===== config.mk =====
export PLATFORM = sky130hd
export DESIGN_NAME = rs485_rx_fifo
export DESIGN_NICKNAME = d
export VERILOG_FILES = /design/src/rtl/rs485_rx_fifo_pkg.sv /design/src/rtl/rs485_fifo_mem.sv /design/src/rtl/rs485_rx_fifo.sv
export SDC_FILE = /design/constraint.sdc
export NUM_CORES = 1
export LEC_CHECK = 0
export CELL_PAD_IN_SITES_DETAIL_PLACEMENT = 2
export CELL_PAD_IN_SITES_GLOBAL_PLACEMENT = 2
export CORE_MARGIN = 4
export CORE_UTILIZATION = 43
export CTS_CLUSTER_SIZE = 16
export DETAILED_ROUTE_END_ITERATION = 12
export DONT_BUFFER_PORTS = 1
export PLACE_DENSITY_LB_ADDON = 0.1
export SLEW_MARGIN = 20
export SYNTH_ARGS = -nofsm -noshare
export SYNTH_HDL_FRONTEND = slang
export SYNTH_SLANG_ARGS = --single-unit

===== constraint.sdc =====
create_clock -name clk -period 2.57 [get_ports clk]
set_input_delay 0.514 -clock clk [delete_from_list [all_inputs] [get_ports clk]]
set_output_delay 0.514 -clock clk [all_outputs]
set_load 0.02 [all_outputs]

===== src/rtl/rs485_rx_fifo_pkg.sv =====
// Shared constants and status payload types for the RS-485 Rx byte buffer.
package rs485_rx_fifo_pkg;

    localparam int unsigned RS485_DATA_W       = 8;
    localparam int unsigned RS485_RXFIFO_DEPTH = 16;
    localparam int unsigned RS485_ERRCNT_W     = 8;

    // APB register offsets served by this block
    localparam logic [7:0] RS485_APB_RXDATA   = 8'h04;
    localparam logic [7:0] RS485_APB_RXSTATUS = 8'h08;
    localparam logic [7:0] RS485_APB_ERRCNT   = 8'h0C;

    localparam int unsigned RS485_CNT_W = $clog2(RS485_RXFIFO_DEPTH) + 1;

    // Rx status word layout as presented on the APB read bus
    typedef struct packed {
        logic                   overrun;
        logic                   full;
        logic                   empty;
        logic [RS485_CNT_W-1:0] count;
    } rx_status_t;

endpackage


===== src/rtl/rs485_fifo_mem.sv =====
// Dual-port register array: synchronous write, registered read.
module rs485_fifo_mem #(
    parameter int unsigned DEPTH  = 16,
    parameter int unsigned DATA_W = 8
) (
    input  logic                     clk,
    input  logic                     rst,
    input  logic                     we,
    input  logic [$clog2(DEPTH)-1:0] waddr,
    input  logic [DATA_W-1:0]        wdata,
    input  logic                     re,
    input  logic [$clog2(DEPTH)-1:0] raddr,
    output logic [DATA_W-1:0]        rdata
);

    logic [DATA_W-1:0] mem [DEPTH];

    // Storage write; contents are not reset
    always_ff @(posedge clk) begin
        if (we) begin
            mem[waddr] <= wdata;
        end
    end

    // Read register; a same-edge write to raddr returns the old entry
    always_ff @(posedge clk) begin
        if (rst) begin
            rdata <= '0;
        end else if (re) begin
            rdata <= mem[raddr];
        end
    end

endmodule


===== src/rtl/rs485_rx_fifo.sv =====
// Rx byte buffer between the RS-485 deserializer and the APB register file.
module rs485_rx_fifo
    import rs485_rx_fifo_pkg::*;
#(
    parameter int unsigned DEPTH  = RS485_RXFIFO_DEPTH,
    parameter int unsigned DATA_W = RS485_DATA_W,
    parameter int unsigned CNT_W  = RS485_ERRCNT_W
) (
    input  logic                   clk,
    input  logic                   rst,
    input  logic                   rx_valid,
    input  logic [DATA_W-1:0]      rx_data,
    input  logic                   rx_frame_err,
    input  logic                   rd_en,
    output logic [DATA_W-1:0]      rd_data,
    output logic                   rd_valid,
    output logic                   empty,
    output logic                   full,
    output logic [$clog2(DEPTH):0] count,
    output logic                   overrun,
    input  logic                   clr_status,
    output logic [CNT_W-1:0]       err_count
);

    localparam int unsigned AW = $clog2(DEPTH);
    localparam int unsigned CW = AW + 1;

    logic [AW-1:0]    wptr;
    logic [AW-1:0]    rptr;
    logic [CW-1:0]    count_q;
    logic             overrun_q;
    logic [CNT_W-1:0] err_q;
    logic             rd_valid_q;

    logic rd_pop;
    logic wr_acc;
    logic ovf_evt;
    logic err_evt;

    // Event decode from the registered occupancy
    always_comb begin
        rd_pop  = rd_en & ~empty;
        wr_acc  = rx_valid & ~rx_frame_err & (~full | rd_pop);
        ovf_evt = rx_valid & ~rx_frame_err & full & ~rd_pop;
        err_evt = rx_valid & rx_frame_err;
    end

    // Pointers, occupancy and read-valid pulse
    always_ff @(posedge clk) begin
        if (rst) begin
            wptr       <= '0;
            rptr       <= '0;
            count_q    <= '0;
            rd_valid_q <= 1'b0;
        end else begin
            if (wr_acc) begin
                wptr <= wptr + AW'(1);
            end
            if (rd_pop) begin
                rptr <= rptr + AW'(1);
            end
            count_q    <= count_q + CW'(wr_acc) - CW'(rd_pop);
            rd_valid_q <= rd_pop;
        end
    end

    // Sticky overrun and saturating frame-error count; a same-cycle event beats the clear
    always_ff @(posedge clk) begin
        if (rst) begin
            overrun_q <= 1'b0;
            err_q     <= '0;
        end else begin
            if (ovf_evt) begin
                overrun_q <= 1'b1;
            end else if (clr_status) begin
                overrun_q <= 1'b0;
            end

            if (err_evt) begin
                if (clr_status) begin
                    err_q <= CNT_W'(1);
                end else if (!(&err_q)) begin
                    err_q <= err_q + CNT_W'(1);
                end
            end else if (clr_status) begin
                err_q <= '0;
            end
        end
    end

    rs485_fifo_mem #(
        .DEPTH  (DEPTH),
        .DATA_W (DATA_W)
    ) u_mem (
        .clk   (clk),
        .rst   (rst),
        .we    (wr_acc),
        .waddr (wptr),
        .wdata (rx_data),
        .re    (rd_pop),
        .raddr (rptr),
        .rdata (rd_data)
    );

    // Status decodes of the registered state
    always_comb begin
        count     = count_q;
        empty     = (count_q == '0);
        full      = (count_q == CW'(DEPTH));
        overrun   = overrun_q;
        err_count = err_q;
        rd_valid  = rd_valid_q;
    end

endmodule


# ---- Word-level counts from Yosys, hierarchy flattened
# Memory sizes are Yosys's and may differ from the RTL's. A register that Yosys moved wholly into a read port is not among the register bits.
# Cells that the tools add are included.
dict set report word_totals {
  mem_bits_rw 128
  reg_bits 23
  output_inout_bits 25
  n_memories 1
  wordCells 38
  input_bits 14
}
# memory words word_bits rd rd_clocked_by_memory_dff write_ports line
set memory_table {}
lappend memory_table {u_mem.mem 16 8 1 1 1 rs485_fifo_mem.sv:16} ;# logic [DATA_W-1:0] mem [DEPTH];
dict set report classes {
  n_reduce_logical 5
  n_addsub 5
  n_eq_ne 2
  mux 8
  n_bitwise 11
}
# operator count
set op_table {}
lappend op_table {{$mux 8} 4}
lappend op_table {{$add 4x1->4 const B} 2}
lappend op_table {{$add 8x1->8 const B} 1}
lappend op_table {{$reduce_and 8->1} 1}
lappend op_table {{$and 1x1->1} 6}
lappend op_table {{$add 5x1->5} 1}
lappend op_table {{$eq 5x5->1 const B} 1}
lappend op_table {{$logic_not 5->1} 1}
lappend op_table {{$sub 5x1->5} 1}
lappend op_table {{$mux 1} 4}
lappend op_table {{$not 1->1} 4}
lappend op_table {{$reduce_bool 2->1} 2}
lappend op_table {{$ne 2x2->1 const B} 1}
lappend op_table {{$reduce_and 2->1} 1}
lappend op_table {{$or 1x1->1} 1}

# ---- Longest topological paths before layout
dict set report depth {
  ltp_word 7
  depth_mapped 15
  mapped_depth_nobuf 13
}

# ---- Cells and area by module
# A second synthesis with hierarchy kept.
dict set report hier_totals {
  hier_cells 444
  area_unflattened_um2 6503.7
}
# mod seq_area_each_um2 area_each_um2 n_inst cells_per_inst
set by_module_without_submodules {}
lappend by_module_without_submodules {rs485_fifo_mem 4003.8 5343.9 1 316}
lappend by_module_without_submodules {rs485_rx_fifo 460.4 1159.9 1 128}

# ---- Worst setup path before layout
# OpenSTA, ideal clock, no wires.
dict set report synth_path {
  kind {register to register}
  start {reg count_q[3], in the netlist count[3]}
  end {reg count_q[4], in the netlist count[4]}
  arrival_ns 2.549
  t_required_ns 2.441
  path_buffers 2
  path_slack_ns -0.108
  period_less_slack_ns 2.678
  setup_ns 0.129
  path_stages_with_launch 16
  path_cell_list {dfxtp_1 -> inv_1 -> ha_1 -> or4b_1 -> buf_2 -> nand2_2 -> buf_2 -> nand2_1 -> nand2_1 -> ha_1 -> inv_1 -> fa_1 -> nor2b_1 -> o21bai_1 -> a21oi_1 -> nor3b_1}
}
dict set report synth_via {
  elab_chain_cells 7
  elab_cells_between_ends 9
  classes_between {add/sub: 2; eq/ne: 1; bitwise: 5; reduce/logical: 1}
}
# element line
set synth_lines {}
lappend synth_lines {{start: declaration} rs485_rx_fifo.sv:30} ;# logic [CW-1:0] count_q;
lappend synth_lines {{start signal: assignment} rs485_rx_fifo.sv:62} ;# count_q <= count_q + CW'(wr_acc) - CW'(rd_pop);
lappend synth_lines {{$logic_not 5->1} rs485_rx_fifo.sv:108} ;# empty = (count_q == '0);
lappend synth_lines {{$not 1->1} rs485_rx_fifo.sv:42} ;# rd_pop = rd_en & ~empty;
lappend synth_lines {{$and 1x1->1} rs485_rx_fifo.sv:42}
lappend synth_lines {{$or 1x1->1} rs485_rx_fifo.sv:43} ;# wr_acc = rx_valid & ~rx_frame_err & (~full | rd_pop);
lappend synth_lines {{$and 1x1->1} rs485_rx_fifo.sv:43}
lappend synth_lines {{$add 5x1->5} rs485_rx_fifo.sv:62}
lappend synth_lines {{$sub 5x1->5 (*)} rs485_rx_fifo.sv:62}
# Every way passes the cells marked *; elsewhere a longest branch is shown, timed or not.
# A chain may end at the register's enable or synchronous reset.

# ---- Worst setup path after layout
dict set report layout_path {
  start {reg count_q[2], in the netlist count[2]}
  end {reg count_q[4], in the netlist count[4]}
}
# Same word-level chain as after synthesis.

==> summary.md <==
| Metric | Value |
|---|---|
| Largest stage delay, worst path | 480 ps |
| H-tree Lvls | 4 |
| Worst VDD drop | 0.000575 V |
| Routed Antenna Nets | 0 |
| Critical path type | flip-flop to flip-flop |
| Clock tree buffer depth | 2 |
| Req. time, crit path | 2910 ps |
| Vias per cell | between 5 and 6 |
| FF+latch count, synth | around 160 |
| Compound-cell area share of the yosys netlist | 0.0369 |
| Clock root cell | clkbuf_16 |
| Net count after synthesis | 402 |
| Hold Buf Count CTS | 0 |
| FP Rows | 44 |
| Die width | 130 um |
| Grt ovf | 0 |
| First-pass GRT wire length | 24200 um |
| Mapped Cells | around 380 |
| Wirelength per Cell | 26.2 um |
| Cell variety after synth | 44 |
| Largest net degree at the start of global routing | 36 |
| Unrepaired setup endpoints after global routing | no |
| Adder-Cell Fraction of Synth Area | 0.0246 |
| Slowest cell on the critical path | or4b_4 |
| Post-Syn Area per Cell | 17.0 um^2 |
| Final Power | around 0.007 W |
| PortBufs | 0 |
| Initial drt markers | 242 |
| Critical R2R Launch | count[2] |
| Gp weighted congestion | 0.724 |
| Drt total wl | 15800 um |
| WHS Path Cells | 1 |
| Post-synth EDFFs | 128 |
| Initial antenna violation count | 0 |
| Top post-synthesis cells by area | edfxtp_1 (60%), mux4_2 (11%), dfxtp_1 (9.7%) |
| Flop2flop setup slack | 150 ps |
| Synth Flop Type | edfxtp_1 |
| RR Endpoint | count[4] |
| Sink Count | 159 |
| Setup Viol. Count Final | 0 |
| Gr usage total | 0.202 |
| Slew Viols, Final | 0 |
| Worst slew pin tran | around 940 ps |
| Final hold slack | 147 ps |
| FFs w/ async S/R, synth | 0 |
| Nets | 431 |
| Layout cells sized above 1 | 0.264 |
| Die area | 16900 um^2 |
| Io pins | 39 |
| Ys Warns | 0 |
| Area leader, netlist | edfxtp_1 |
| CP dominant cell by count | nand2_1 |
| Critical path origin | count[2] |
| Pwr/cell area | 936 nW/um^2 |
| Setup crit start kind | flip-flop |
| Number of diodes | 0 |
| Xor/xnor share of the synthesized area | 0.00957 |
| Result of the run | finished, final reports clean |
| Setup slack after layout | 149 ps |
| Slew margin rel. | 0.368 |
| CP arrival | around 2800 ps |
| Cell area after synthesis | around 6400 um^2 |
| Clock skew | 13.2 ps |
| Worst R2R Path Depth | 13 |
| Worst-path maximum fanout | 3 |
| Initial Utilization | 0.439 |
| Final setup TNS | 0 ps |
| Die H | 130 um |
| TritonRoute pass-1 iters | 4 |
| P&R area growth vs syn | 16.2% |
| Count leader, synth | edfxtp_1 |
| Mux cell area share after synthesis | 0.141 |
| CP Cell Sequence | inv_2 > ha_4 > or4b_4 > nand2_4 > nand2_1 > nand2_1 > ha_2 > inv_1 > fa_2 > nor2b_4 > o21bai_2 > nand3_1 > nor3b_2 |
| Detailed Place HPWL | 9850 um |
| Vias in the first global route | 3897 |
| Drt drc | 0 |
| Core ar. | 14600 um^2 |
| Fmax | 413 MHz |
| Largest family of logic cells by synthesized area | multiplexers |
| Final Hold Viols | 0 |
| CP endpoint kind | flip-flop |
| Post-synthesis simple-gate area fraction | 0.0687 |
| Setup WS pre-CTS | -18.9 ps |
| Ratio of final minimum period to clock period | 0.942 |
| Hold Crit Class | input pin to flip-flop |
| Pleak | between 2 and 2.5 nW |
| Area share of the largest cell type after synthesis | 0.600 |
| Clock latency on the worst-skew pair | 430 ps |
| Max Cap Viol | 0 |
| Post-synthesis sequential area ratio | 0.697 |
| Synth cell count leaders | edfxtp_1 (128), mux4_2 (32), dfxtp_1 (31) |
| CTS Buf Count | 17 |
| Fillcell total | roughly 1300 |
| Detailed-route via count | 3498 |
| CTS tree | built |
| CTS clk-pin slew, worst paths | 60 ps |
| CP endpoint | count[4] |
| Final min period | 2420 ps |
-- cell usage in the layout, fill, tap and decap left out, types with 4 or more instances in the layout --
cell and instances:
xor2_1 4, nand3b_1 9, inv_1 10, nor3_1 5, mux2i_1 18, buf_4 30, nand3_1 8, nor2b_1 5
ha_1 9, a21oi_1 9, nor2_1 24, nand2_1 10, o221ai_1 8, clkbuf_16 17, dfxtp_1 28, edfxtp_1 128
mux4_2 32, bufinv_16 4
-- per-stage QoR --
stage                     utilization  cell area (um^2)  cells
after floorplan                     -              6420    376
after global placement          0.463              6760    566
after detailed placement        0.463              6760    566
after CTS                       0.507              7390    598
after global routing            0.510              7450    601
final                           0.510              7450    601
-- sequential cells by signal, indices dropped and copies added, names as in the netlist --
signal,cells
count,5
err_count,8
overrun,1
rd_valid,1
rptr,4
u_mem.mem,128
u_mem.rdata,8
wptr,4
-- kinds of logic (layout without fill, tap and decap cells) --
family | after synthesis | after routing
DFF | 159 | 159
and+or+nand+nor | 81 | 81
muxes | 50 | 50
AOI/OAI and AO/OA | 34 | 34
buffers and inverters | 33 | 74
adders and majority gates | 12 | 12
xor gates and xnor gates | 7 | 7
-- layer usage --
layer  part of all wire  global-route usage  vias up
li1                   -                   -     1527
met1               0.43               0.257     1864
met2               0.51               0.333       86
met3              0.048              0.0532       21
met4              0.019              0.0782        0
met5                  0                   0        -
-- area by class of cell --
type / count / area [um^2] / share of cell area
clock inverter: 12 / 183 / 0.0245
timing repair buffer: 31 / 245 / 0.0329
multi-input combinational: 184 / 1840 / 0.247
inverter: 12 / 45.0 / 0.00605
clock buffer: 19 / 433 / 0.0581
sequential: 159 / 4470 / 0.600
tap: 184 / 230 / 0.0309
-- how the worst min path moves through the flow --
stage | from | endpoint | slack [ps]
final | rst | rptr[1] | 150
after global routing | rst | rptr[1] | 120
after CTS | rst | rptr[1] | 130
after detailed placement | rptr[3] | rptr[3] | 500
after global placement | rptr[3] | rptr[3] | 480
after floorplan | rptr[3] | rptr[3] | 470
-- power breakdown --
part           leakage (nW)  internal [W]  switching [W]
Combinational         0.730      0.000609       0.000658
Sequential             1.41       0.00289       0.000152
Clock                 0.298       0.00163        0.00103
Total                  2.43       0.00513        0.00184
-- worst max-delay path: cells and delay by family (launching register included) --
family          cells  cell delay (ps)
simple gates        7             1090
buf+inv             2              140
compound gates      1               80
fa+ha+maj           3              700
flops               1              320
-- timing repair --
action	in CTS	in global routing
setup buffers	1	3
resized for setup	2	10
pin swaps	1	3
setup endpoints to repair	1	2
No activity file was read; power rests on OpenSTA's default activity.
